==> src/rtl/adc_align_sequencer.sv <==
// Sequences the ADC data-alignment channels one at a time, with settle, timeout and retry per channel.
// Optional build macro ALIGN_STABLE_CHECK_EN: a pass needs 4 consecutive high completion samples.
module adc_align_sequencer #(
  parameter int CHANNELS    = 8,
  parameter int SETTLE_CYC  = 16,
  parameter int TIMEOUT_CYC = 4096,
  parameter int MAX_RETRY   = 3
) (
  input  logic                                      clk,
  input  logic                                      rst,
  input  logic                                      start,
  input  logic                                      abort,
  input  logic [CHANNELS-1:0]                       ch_mask,
  input  logic [CHANNELS-1:0]                       align_cmpl_i,
  output logic [CHANNELS-1:0]                       en_align_o,
  output logic                                      busy,
  output logic                                      done,
  output logic [CHANNELS-1:0]                       pass_mask,
  output logic [CHANNELS-1:0]                       fail_mask,
  output logic [((CHANNELS > 1) ? $clog2(CHANNELS) : 1)-1:0] cur_ch,
  output logic [3:0]                                attempt
);

  localparam int CHW  = (CHANNELS > 1) ? $clog2(CHANNELS) : 1;
  localparam int IDXW = $clog2(CHANNELS + 1);
  localparam int CNTW = 21;

  typedef enum logic [2:0] {IDLE, SELECT, SETTLE, WAIT, DONE} state_t;

  state_t               state_q, state_d;
  logic [CNTW-1:0]      cnt_q, cnt_d;
  logic [CHANNELS-1:0]  mask_q, mask_d;
  logic [IDXW-1:0]      idx_q, idx_d;
  logic [CHW-1:0]       cur_ch_q, cur_ch_d;
  logic [3:0]           attempt_q, attempt_d;
  logic [CHANNELS-1:0]  pass_q, pass_d;
  logic [CHANNELS-1:0]  fail_q, fail_d;
  logic [CHANNELS-1:0]  en_q, en_d;
  logic                 busy_q, busy_d;
  logic                 done_q, done_d;
  logic                 sel_found;
  logic [CHW-1:0]       sel_idx;
  logic                 eligible;
  logic                 accept;
  logic                 timeout;
`ifdef ALIGN_STABLE_CHECK_EN
  logic [2:0]           run_q, run_d;
`endif

  always_ff @(posedge clk or negedge rst) begin
    if (!rst) begin
      state_q   <= IDLE;
      cnt_q     <= '0;
      mask_q    <= '0;
      idx_q     <= '0;
      cur_ch_q  <= '0;
      attempt_q <= '0;
      pass_q    <= '0;
      fail_q    <= '0;
      en_q      <= '0;
      busy_q    <= 1'b0;
      done_q    <= 1'b0;
`ifdef ALIGN_STABLE_CHECK_EN
      run_q     <= '0;
`endif
    end else begin
      state_q   <= state_d;
      cnt_q     <= cnt_d;
      mask_q    <= mask_d;
      idx_q     <= idx_d;
      cur_ch_q  <= cur_ch_d;
      attempt_q <= attempt_d;
      pass_q    <= pass_d;
      fail_q    <= fail_d;
      en_q      <= en_d;
      busy_q    <= busy_d;
      done_q    <= done_d;
`ifdef ALIGN_STABLE_CHECK_EN
      run_q     <= run_d;
`endif
    end
  end

  // Lowest latched channel at or above the scan index.
  always_comb begin
    sel_found = 1'b0;
    sel_idx   = '0;
    for (int i = CHANNELS - 1; i >= 0; i--) begin
      if (mask_q[i] && (i >= int'(idx_q))) begin
        sel_found = 1'b1;
        sel_idx   = CHW'(i);
      end
    end
  end

  // The first two WAIT cycles ignore the flag so a stale completion is never taken.
  assign eligible = (cnt_q >= CNTW'(2));
  assign timeout  = (cnt_q == CNTW'(TIMEOUT_CYC - 1));

`ifdef ALIGN_STABLE_CHECK_EN
  always_comb begin
    run_d  = '0;
    accept = 1'b0;
    if (state_q == WAIT && eligible && align_cmpl_i[cur_ch_q]) begin
      accept = (run_q == 3'd3);
      run_d  = run_q + 3'd1;
    end
    if (state_d != state_q) begin
      run_d = '0;
    end
  end
`else
  assign accept = eligible && align_cmpl_i[cur_ch_q];
`endif

  always_comb begin
    state_d   = state_q;
    cnt_d     = cnt_q;
    mask_d    = mask_q;
    idx_d     = idx_q;
    cur_ch_d  = cur_ch_q;
    attempt_d = attempt_q;
    pass_d    = pass_q;
    fail_d    = fail_q;
    busy_d    = busy_q;
    done_d    = 1'b0;
    en_d      = '0;

    if (abort && (state_q == SELECT || state_q == SETTLE || state_q == WAIT)) begin
      state_d = IDLE;
      busy_d  = 1'b0;
    end else begin
      case (state_q)
        IDLE: begin
          if (start) begin
            mask_d  = ch_mask;
            pass_d  = '0;
            fail_d  = '0;
            idx_d   = '0;
            busy_d  = 1'b1;
            state_d = SELECT;
          end
        end
        SELECT: begin
          if (sel_found) begin
            cur_ch_d  = sel_idx;
            attempt_d = 4'd1;
            state_d   = SETTLE;
          end else begin
            state_d = DONE;
          end
        end
        SETTLE: begin
          cnt_d = cnt_q + CNTW'(1);
          if (cnt_q == CNTW'(SETTLE_CYC - 1)) begin
            state_d = WAIT;
          end
        end
        WAIT: begin
          // Enable trails the state by one edge, so a retry leaves it low for exactly SETTLE_CYC cycles.
          en_d[cur_ch_q] = 1'b1;
          cnt_d          = cnt_q + CNTW'(1);
          if (accept) begin
            pass_d[cur_ch_q] = 1'b1;
            idx_d            = IDXW'(cur_ch_q) + IDXW'(1);
            state_d          = SELECT;
          end else if (timeout) begin
            if (attempt_q < 4'(MAX_RETRY)) begin
              attempt_d = attempt_q + 4'd1;
              state_d   = SETTLE;
            end else begin
              fail_d[cur_ch_q] = 1'b1;
              idx_d            = IDXW'(cur_ch_q) + IDXW'(1);
              state_d          = SELECT;
            end
          end
        end
        DONE: begin
          done_d  = 1'b1;
          busy_d  = 1'b0;
          state_d = IDLE;
        end
        default: state_d = IDLE;
      endcase
    end

    if (state_d != state_q) begin
      cnt_d = '0;
    end
  end

  assign en_align_o = en_q;
  assign busy       = busy_q;
  assign done       = done_q;
  assign pass_mask  = pass_q;
  assign fail_mask  = fail_q;
  assign cur_ch     = cur_ch_q;
  assign attempt    = attempt_q;

endmodule

==> config.mk <==
export PLATFORM = sky130hd
export DESIGN_NAME = adc_align_sequencer
export DESIGN_NICKNAME = d
export VERILOG_FILES = /design/src/rtl/adc_align_sequencer.sv
export SDC_FILE = /design/constraint.sdc
export NUM_CORES = 1
export LEC_CHECK = 0
export ABC_AREA = 1
export ABC_CLOCK_PERIOD_IN_PS = 2900
export BUFFER_PORTS_ARGS = -buffer_cell sky130_fd_sc_hd__buf_2
export CORE_MARGIN = 8
export CORE_UTILIZATION = 45
export DETAILED_ROUTE_END_ITERATION = 10
export PLACE_DENSITY = 0.67
export SKIP_LAST_GASP = 1
export SYNTH_ARGS = -nofsm -noshare
export SYNTH_HDL_FRONTEND = slang
export SYNTH_SLANG_ARGS = --single-unit
==> constraint.sdc <==
create_clock -name clk -period 2.9 [get_ports clk]
set_clock_uncertainty 0.2 [all_clocks]
set_input_delay 0.435 -clock clk [delete_from_list [all_inputs] [get_ports clk]]
set_output_delay 0.435 -clock clk [all_outputs]
set_load 0.1 [all_outputs]
==> results of run 1 <==
state kept, by name, summed over array words and instances (netlist names):
| register | cells |
|---|---|
| idx_q | 4 |
| state_q | 3 |
| cnt_q | 21 |
| mask_q | 8 |
| cur_ch | 3 |
| done | 1 |
| busy | 1 |
| fail_mask | 8 |
| en_align_o | 8 |
| pass_mask | 8 |
| attempt | 4 |
worst max-delay path: stages, from the launching register on:
cell     delay (ns)
dfrtp_1        0.43
inv_1          0.08
ha_1           0.19
nor2_1         0.10
nand2_1        0.05
nor2_1         0.13
nand3_1        0.11
nand4_1        0.14
inv_1          0.09
o21ai_1        0.48
nor2_1         0.10
o21a_1         0.19
cells in the mapped netlist (2+ instances only):
cell type,instances,share of area [%]
buf_4,2,0.41
inv_4,2,0.34
nand2_4,2,0.61
nand3_2,3,0.82
o21ai_0,14,1.9
o21a_1,14,2.9
inv_1,49,5.0
nand2_2,9,1.5
nand2_1,100,10
ha_1,4,1.4
buf_6,3,0.92
nor2_1,65,6.6
buf_2,2,0.27
nand3_1,28,3.8
nor3_2,10,2.7
nor2_2,7,1.2
o21bai_1,2,0.41
xnor2_1,6,1.4
a21oi_1,7,0.95
xor2_1,10,2.4
nand4_1,7,1.2
clkbuf_1,2,0.20
dfrtp_1,69,47
o21ai_1,3,0.41
nor3_1,26,3.5
inv_2,7,0.71
final timing paths:
path | start | end | cells after the start
worst max-delay path | cnt_q[0]$_DFFE_PN0P_ | pass_mask[4]$_DFFE_PN0P_ | 11
worst min-delay path | ch_mask[2] | mask_q[2]$_DFFE_PN0P_ | 3
worst max register to register | cnt_q[0]$_DFFE_PN0P_ | pass_mask[4]$_DFFE_PN0P_ | 11
worst min register to register | busy$_DFFE_PN0P_ | busy$_DFFE_PN0P_ | 2
max in group asynchronous | rst | cnt_q[8]$_DFFE_PN0P_ | 3
min in group asynchronous | rst | idx_q[1]$_DFFE_PN0P_ | 2
what timing repair did:
action,in CTS,in global routing
buffers inserted,0,0
hold buffers,1,0
hold endpoints to repair,33,0
routing by layer:
metal / routed length [µm] / track usage (%) / vias to the layer above / share of wire, %
met3: 398 / 4.05 / 16 / 4.7
met2: 4020 / 26.1 / 58 / 47
met5: 0 / 0 / - / 0
met1: 3860 / 19.6 / 1476 / 46
met4: 190 / 8.34 / 0 / 2.2
li1: - / - / 1565 / -
per-stage QoR:
stage	setup slack [ns]	hold slack (ns)	std cells
floorplan	0.330	-0.0606	458
global placement	0.644	0.250	608
detailed placement	0.547	0.253	608
CTS	0.520	0.0636	625
global route	0.295	0.0780	625
finish	0.512	0.0772	625
cell families after synthesis:
| group | share of synthesized area (%) |
|---|---|
| AOI/OAI and AO/OA | 6.98 |
| xor gates and xnor gates | 3.81 |
| adders and majority gates | 1.36 |
| buffers and inverters | 7.96 |
| DFF | 47.0 |
| and+or+nand+nor | 32.9 |
placed cells by master (no fill, tap or decap), types with 3 or more instances in the layout:
cell / n
nand2_1: 100
dfrtp_1: 69
nor2_1: 65
buf_2: 52
inv_1: 49
nand3_1: 28
nor3_1: 26
o21a_1: 14
o21ai_0: 14
xor2_1: 10
nor3_2: 10
nand2_2: 9
clkbuf_8: 9
inv_2: 7
nor2_2: 7
a21oi_1: 7
nand4_1: 7
xnor2_1: 6
ha_1: 4
nand3_2: 3
o21ai_1: 3
bufinv_16: 3
where the power goes:
| group | internal (mW) | total (mW) | leakage (nW) | switching [mW] |
|---|---|---|---|---|
| clock | 0.575 | 0.963 | 0.116 | 0.388 |
| combinational | 0.498 | 2.37 | 1.11 | 1.87 |
| sequential | 1.17 | 1.36 | 0.932 | 0.197 |
area by class of cell:
class                   count  area (µm²)  share of cell area [%]
repair buffers             56         305                    7.12
multi-input cells         321        1660                    38.6
well taps                 105         131                    3.06
inverters                  58         223                    5.19
clock inverters             7         123                    2.86
clock buffers               9         124                    2.89
flip-flops and latches     69        1730                    40.3
==> results.toml, run 1 <==
[placed_design]
gp_congestion = 0.834
port_buffers = 52
dpl_cell_area_mm2 = 0.00403
hpwlAfterDp_um = 6200

[setup_path]
arrival_ns = 2.43
r2r_setup_slack_ns = 0.51
cp_max_fo = 8
critPathCaptureType = "register"
startpoint_type = "register"
worstSetupPathType = "reg -> reg"
critical_path_required_ns = 2.95

[grt]
overflow = 0
grt_pass1_wl_um = 14900
grt_max_degree = 37
track_usage_pct = 16.2
antenna_found_initial = 0
grt_pass1_vias = 3186

[floorplanning]
io-pin-count = 53
start_util_pct = 45.7
die_w_um = 106
die_height_um = 106
rows = 33
core_mm2 = 0.00805
dieArea_mm2 = 0.0113

[timing]
min_period_ns = 2.39
rsz0062_at_grt = "false"
tns_ns = 0
hold_viol = 0
finalMaxSlewViolations = 0
slew_headroom_pct = 47.7
worst_pin_slew_ns = 0.784
period_share_pct = 82.3
fmax_mhz = 419
setup_viol = 0

[clock_network]
htreeDepth = 3
cts_root_buf = "clkbuf_8"
cts_resized = 0
clockBufferDepth = 2
worst_skew_pair.late_latency_ns = 0.35
cts_buffers = 9
cts_tree = "built"
cts_sinks = 69
clkTransAtPathRegs_ns = 0.08

[pwr]
total_power_mw = 4.69
p_leak_nw = 2.16
p_per_area_mw_per_mm2 = 1090
ir_worst_vdd_mv = 0.411

[layout]
num_antenna_cells = 0
fin_util_pct = 53.3
fin_nets = 539
drive_above_1_share_pct = 21.5
syn2layout_area_growth_pct = 16.7
design_area_mm2 = 0.00429
final.fill_count = 775

[drt]
drtPass1Iterations = 5
routedWlPerCell_um = 13.5
drc = 0
vias = 3115
drtAntennaViolNets = 0
routed_wl_um = 8460
drtIter0Drc = 120
avgViaCountPerCell = 4.98

[synth]
syn-num-nets = 482
postSynthCellCount = 458
synth_cell_type_count = 31
ys.flop_type = "dfrtp_1"
syn_avg_cell_area_um2 = 8.03
netlist_area_mm2 = 0.00368
ys_seq_elements = 69
async_flop_share_pct = 100
synth-seq-area-share_pct = 47.0
synth-edff-count = 0
yosys_warnings = 0

[hold_path]
hp-class = "in -> reg"

[flow_run]
drv_cap = 0

[status]
outcome = "complete, no violations"
No activity file was read; power rests on OpenSTA's default activity.
==> inputs of run 2 (changes only) <==
--- a/config.mk
+++ b/config.mk
@@ -6,7 +6,7 @@
 export NUM_CORES = 1
 export LEC_CHECK = 0
 export ABC_AREA = 1
-export ABC_CLOCK_PERIOD_IN_PS = 2900
+export ABC_CLOCK_PERIOD_IN_PS = 2250
 export BUFFER_PORTS_ARGS = -buffer_cell sky130_fd_sc_hd__buf_2
 export CORE_MARGIN = 8
 export CORE_UTILIZATION = 45
==> constraint.sdc (replaced) <==
create_clock -name clk -period 2.25 [get_ports clk]
set_clock_uncertainty 0.2 [all_clocks]
set_input_delay 0.3375 -clock clk [delete_from_list [all_inputs] [get_ports clk]]
set_output_delay 0.3375 -clock clk [all_outputs]
set_load 0.1 [all_outputs]
==> run 2 against run 1 <==
  * Via count is 2.0% higher
  * Clock power is 8% higher
  * Worst hold slack better by 0.15 ns
  * Highest routed layer unchanged
==> results.toml, run 2 (synthesis gave the netlist of run 1 again) <==
[status]
outcome = "complete, no violations"

[timing]
fmax_mhz = 476
worst_pin_slew_ns = 0.737
period_share_pct = 93.4
slew_headroom_pct = 50.9
min_period_ns = 2.10
hold_slack_ns = 0.223
hold_viol = 0
finalMaxSlewViolations = 0
setup_viol = 0
tns_ns = 0
rsz0062_at_grt = "true"

[floorplanning]
rows = 33
die_height_um = 106
die_w_um = 106
start_util_pct = 45.7
dieArea_mm2 = 0.0113
io-pin-count = 53
core_mm2 = 0.00805

[drt]
drtAntennaViolNets = 0
routedWlPerCell_um = 13.3
vias = 3176
drtIter0Drc = 137
routed_wl_um = 8620
avgViaCountPerCell = 4.90
drc = 0
drtPass1Iterations = 4

[clock_network]
clockBufferDepth = 2
cts_buffers = 9
htreeDepth = 3
clkTransAtPathRegs_ns = 0.08
cts_tree = "built"
cts_sinks = 69
cts_root_buf = "clkbuf_8"
worst_skew_pair.late_latency_ns = 0.35

[layout]
syn2layout_area_growth_pct = 22.0
design_area_mm2 = 0.00448
largest_reg_flops = 21
drive_above_1_share_pct = 25.6
final_common_cell = "nand2_1"
final.fill_count = 764
fin_nets = 562
most-common-layout-cells = "nand2_1, dfrtp_1, nor2_1"
num_antenna_cells = 0
regMostFlops = "cnt_q"

[setup_path]
critPathCaptureType = "register"
worstSetupPathType = "reg -> reg"
cp_max_fo = 9
arrival_ns = 2.17
startpoint_type = "register"
critical_path_required_ns = 2.31

[pwr]
p_leak_nw = 2.25
p_per_area_mw_per_mm2 = 1360
ir_worst_vdd_mv = 0.510

[grt]
overflow = 0
grt_pass1_vias = 3150
antenna_found_initial = 0
track_usage_pct = 15.8
grt_max_degree = 33
grt_pass1_wl_um = 14500

[flow_run]
drv_cap = 0

[placed_design]
gp_congestion = 0.845
hpwlAfterDp_um = 6230
dpl_cell_area_mm2 = 0.00412
port_buffers = 52

[hold_path]
hp-class = "in -> reg"
==> run 2: cell count changes in the layout (fill, tap and decap cells not counted), moves of 2 or more <==
cell	change
inv_1	-2
dfrtp_2	+4
nor2_1	-2
inv_2	+2
nor3_2	+2
buf_4	+14
nor3_1	-2
inv_6	+4
dlygate4sd3_1	+8
bufinv_16	-2
dfrtp_1	-5
==> run 2: timing repair <==
item	CTS	global route
hold buffers	9	0
setup buffers	0	4
gates resized for setup	0	10
endpoints found under the hold margin	35	0
endpoints found under the setup margin	0	34
==> run 2: routing by layer <==
layer,wire length (µm),global-route usage (%),vias up
met5,0,0,-
met4,118,5.63,0
met3,431,4.60,10
met2,4210,25.9,56
met1,3860,19.4,1497
li1,-,-,1613
==> run 2: critical path, stage by stage, from the launching register on <==
cell	delay (ns)
dfrtp_1	0.41
ha_2	0.20
nand2_1	0.06
inv_2	0.09
nand2_1	0.07
nor2_2	0.11
nand2_1	0.08
nand2_2	0.07
nand2_2	0.07
nand2_2	0.06
nand2_2	0.06
nand2_2	0.07
nand2_2	0.06
nand2_4	0.12
nand2_4	0.14
nor3_2	0.13
==> run 2: cell type report <==
class	count	area (µm²)	share of cell area [%]
multi-input cells	322	1700	37.9
clock inverters	7	77.6	1.73
well taps	105	131	2.93
flip-flops and latches	69	1740	38.7
repair buffers	78	490	10.9
clock buffers	9	124	2.76
inverters	58	225	5.02
==> run 2: metrics by stage <==
step           cells  total power [mW]  util (%)  setup slack [ns]
2_1_floorplan    458              4.31         -            0.0244
6_report         648              6.11      55.7             0.148
3_5_place_dp     618              4.97      51.1            0.0348
5_1_grt          648              6.56      55.7           -0.0429
3_3_place_gp     618              4.92      51.1            0.0726
4_1_cts          643              6.03      54.7            0.0229
==> run 2: report_power, final <==
group          switching (mW)  internal [mW]
sequential              0.233           1.52
clock                   0.513          0.525
combinational            2.53          0.788
total                    3.28           2.83
==> run 2: final timing paths <==
| check | from | endpoint | slack, ns | depth (start not counted) |
|---|---|---|---|---|
| setup / recovery | cnt_q[1]$_DFFE_PN0P_ | cnt_q[14]$_DFFE_PN0P_ | 0.15 | 15 |
| hold / removal | abort | en_align_o[6]$_DFF_PN0_ | 0.22 | 4 |
| setup reg to reg | cnt_q[1]$_DFFE_PN0P_ | cnt_q[14]$_DFFE_PN0P_ | 0.15 | 15 |
| hold reg to reg | busy$_DFFE_PN0P_ | busy$_DFFE_PN0P_ | 0.27 | 2 |
| max in group asynchronous | rst | fail_mask[7]$_DFFE_PN0P_ | 0.84 | 3 |
| min in group asynchronous | rst | cnt_q[2]$_DFFE_PN0P_ | 0.39 | 2 |
==> inputs of run 3 (changes only) <==
--- a/config.mk
+++ b/config.mk
@@ -6,12 +6,12 @@
 export NUM_CORES = 1
 export LEC_CHECK = 0
 export ABC_AREA = 1
-export ABC_CLOCK_PERIOD_IN_PS = 2250
+export ABC_CLOCK_PERIOD_IN_PS = 1900
 export BUFFER_PORTS_ARGS = -buffer_cell sky130_fd_sc_hd__buf_2
 export CORE_MARGIN = 8
 export CORE_UTILIZATION = 45
 export DETAILED_ROUTE_END_ITERATION = 10
-export PLACE_DENSITY = 0.67
+export PLACE_DENSITY = 0.7
 export SKIP_LAST_GASP = 1
 export SYNTH_ARGS = -nofsm -noshare
 export SYNTH_HDL_FRONTEND = slang
==> constraint.sdc (replaced) <==
create_clock -name clk -period 1.9 [get_ports clk]
set_clock_uncertainty 0.2 [all_clocks]
set_input_delay 0.285 -clock clk [delete_from_list [all_inputs] [get_ports clk]]
set_output_delay 0.285 -clock clk [all_outputs]
set_load 0.1 [all_outputs]
==> run 3 against run 2 <==
  * The run now ends with negative setup slack left
  * Flip-flop and latch count unchanged
  * First-iteration DRC count is 0.73% higher
  * Wire length up 22%
  * Maximum frequency fell by 3.5%
  * Critical path depth is 1 higher
  * Combinational power increased by 69%
  * Via count grew 14%
  * Cell area increased by 23%
  * Non-clock buffer count rose by 76
  * Cell count rose by 12%
  * Critical path type unchanged
  * Critical endpoint is now cnt_q[5]$_DFFE_PN0P_
  * Largest cell class is now multi-input gates
==> results.toml, run 3 (synthesis gave the netlist of run 1 again) <==
[floorplanning]
die_w_um = 106
core_mm2 = 0.00805
die_height_um = 106
rows = 33
io-pin-count = 53
start_util_pct = 45.7
dieArea_mm2 = 0.0113

[clock_network]
htreeDepth = 3
cts_root_buf = "clkbuf_8"
cts_sinks = 69
clkTransAtPathRegs_ns = 0.09
cts_buffers = 9
clockBufferDepth = 2
worst_skew_pair.late_latency_ns = 0.36
cts_tree = "built"

[timing]
setup_viol = 45
worst_pin_slew_ns = 0.497
finalMaxSlewViolations = 0
min_period_ns = 2.18
hold_slack_ns = 0.188
slew_headroom_pct = 67.1
fmax_mhz = 459
tns_ns = -9.19
fin_ws_ns = -0.278
rsz0062_at_grt = "true"
hold_viol = 0
period_share_pct = 115

[placed_design]
place_inst = 682
port_buffers = 52
gp_congestion = 0.888
hpwlAfterDp_um = 6860

[grt]
antenna_found_initial = 0
use_met2_pct = 33.5
grt_max_degree = 70
gr-usage-met3_pct = 3.63
overflow = 0
grt_pass1_vias = 3704
track_usage_pct = 18.6
grt.busiest_layer = "met2"
grt_pass1_wl_um = 17100
met1_usage_pct = 21.1

[setup_path]
worstSetupPathType = "reg -> reg"
critPathCaptureType = "register"
arrival_ns = 2.27
startpoint_type = "register"
critical_path_required_ns = 1.99
cp_max_fo = 4

[layout]
most-common-layout-cells = "nand2_1, buf_4, dfrtp_1"
final.fill_count = 617
multi_input_area_mm2 = 0.00202
fin_util_pct = 68.5
fin_nets = 642
regMostFlops = "cnt_q"
instances_no_fill = 728
seqCellArea_mm2 = 0.00175
largest_reg_flops = 21
drive_above_1_share_pct = 42.7
final_common_cell = "nand2_1"
num_antenna_cells = 0
syn2layout_area_growth_pct = 50.1

[hold_path]
hp-class = "in -> reg"

[drt]
drtPass1Iterations = 4
routedWlPerCell_um = 14.5
drtAntennaViolNets = 0
drc = 0
drtIter0Drc = 138
avgViaCountPerCell = 4.97
routed_wl_um = 10500
vias = 3616

[status]
violations = "negative setup slack"
outcome = "complete, but fails checks"

[flow_run]
drv_cap = 0

[pwr]
ir_worst_vdd_mv = 0.671
p_leak_nw = 2.74
p_per_area_mw_per_mm2 = 1650
==> run 3: path summary, 6_finish.rpt <==
| kind | startpoint | to | slack (ns) | depth (start not counted) |
|---|---|---|---|---|
| worst min register to register | busy$_DFFE_PN0P_ | busy$_DFFE_PN0P_ | 0.29 | 2 |
| min in group asynchronous | rst | mask_q[5]$_DFFE_PN0P_ | 0.26 | 3 |
| worst max register to register | cnt_q[1]$_DFFE_PN0P_ | cnt_q[5]$_DFFE_PN0P_ | -0.28 | 16 |
| worst max-delay path | cnt_q[1]$_DFFE_PN0P_ | cnt_q[5]$_DFFE_PN0P_ | -0.28 | 16 |
| worst min-delay path | abort | en_align_o[5]$_DFF_PN0_ | 0.19 | 4 |
| max in group asynchronous | rst | cur_ch[2]$_DFFE_PN0P_ | 0.86 | 3 |
==> run 3: final cells by class <==
class / count / area share (%)
Tap cell: 105 / 2.38
Timing Repair Buffer: 154 / 20.2
Multi-Input combinational cell: 323 / 36.6
Clock buffer: 9 / 2.24
Inverter: 58 / 4.40
Timing Repair inverter: 3 / 0.567
Sequential cell: 69 / 31.7
Clock inverter: 7 / 1.90
==> run 3: per-layer routing <==
layer / vias up / part of all wire, %
li1: 1780 / -
met1: 1731 / 40
met2: 91 / 53
met3: 14 / 5.2
met4: 0 / 1.5
met5: - / 0
==> run 3: worst max-delay path, stage by stage (launching register included) <==
cell and delay, ns:
dfrtp_1 0.41, ha_2 0.21, nand2_2 0.07, inv_4 0.09, nand2_4 0.06, nor2_4 0.12
nand2_2 0.07, nand2_2 0.08, nand2_2 0.06, nand2_2 0.06, nand2_2 0.07, nand2_2 0.11
nand2_4 0.07, nand2_8 0.13, buf_6 0.12, nand4_1 0.08, nor2_1 0.10
==> run 3: repair_timing <==
item / CTS / global route
hold buffers: 9 / 0
gates resized for setup: 42 / 52
hold endpoints to repair: 77 / 0
pin swaps: 4 / 23
gates cloned: 4 / 1
buffers inserted: 6 / 13
setup endpoints to repair: 42 / 55
==> run 3: stage by stage <==
step / area, µm² / power [mW] / setup slack, ns
finish: 5520 / 9.12 / -0.278
global route: 5520 / 9.60 / -0.403
CTS: 5240 / 8.62 / -0.191
detailed placement: 4670 / 6.61 / -0.238
global placement: 4670 / 6.53 / -0.165
floorplan: 3720 / 5.19 / -0.255
==> run 3: report_power, final <==
| group | switching [mW] | internal, mW | leakage [nW] | total, mW |
|---|---|---|---|---|
| sequential | 0.274 | 1.82 | 0.923 | 2.09 |
| clock | 0.670 | 0.762 | 0.113 | 1.43 |
| combinational | 3.79 | 1.81 | 1.70 | 5.60 |
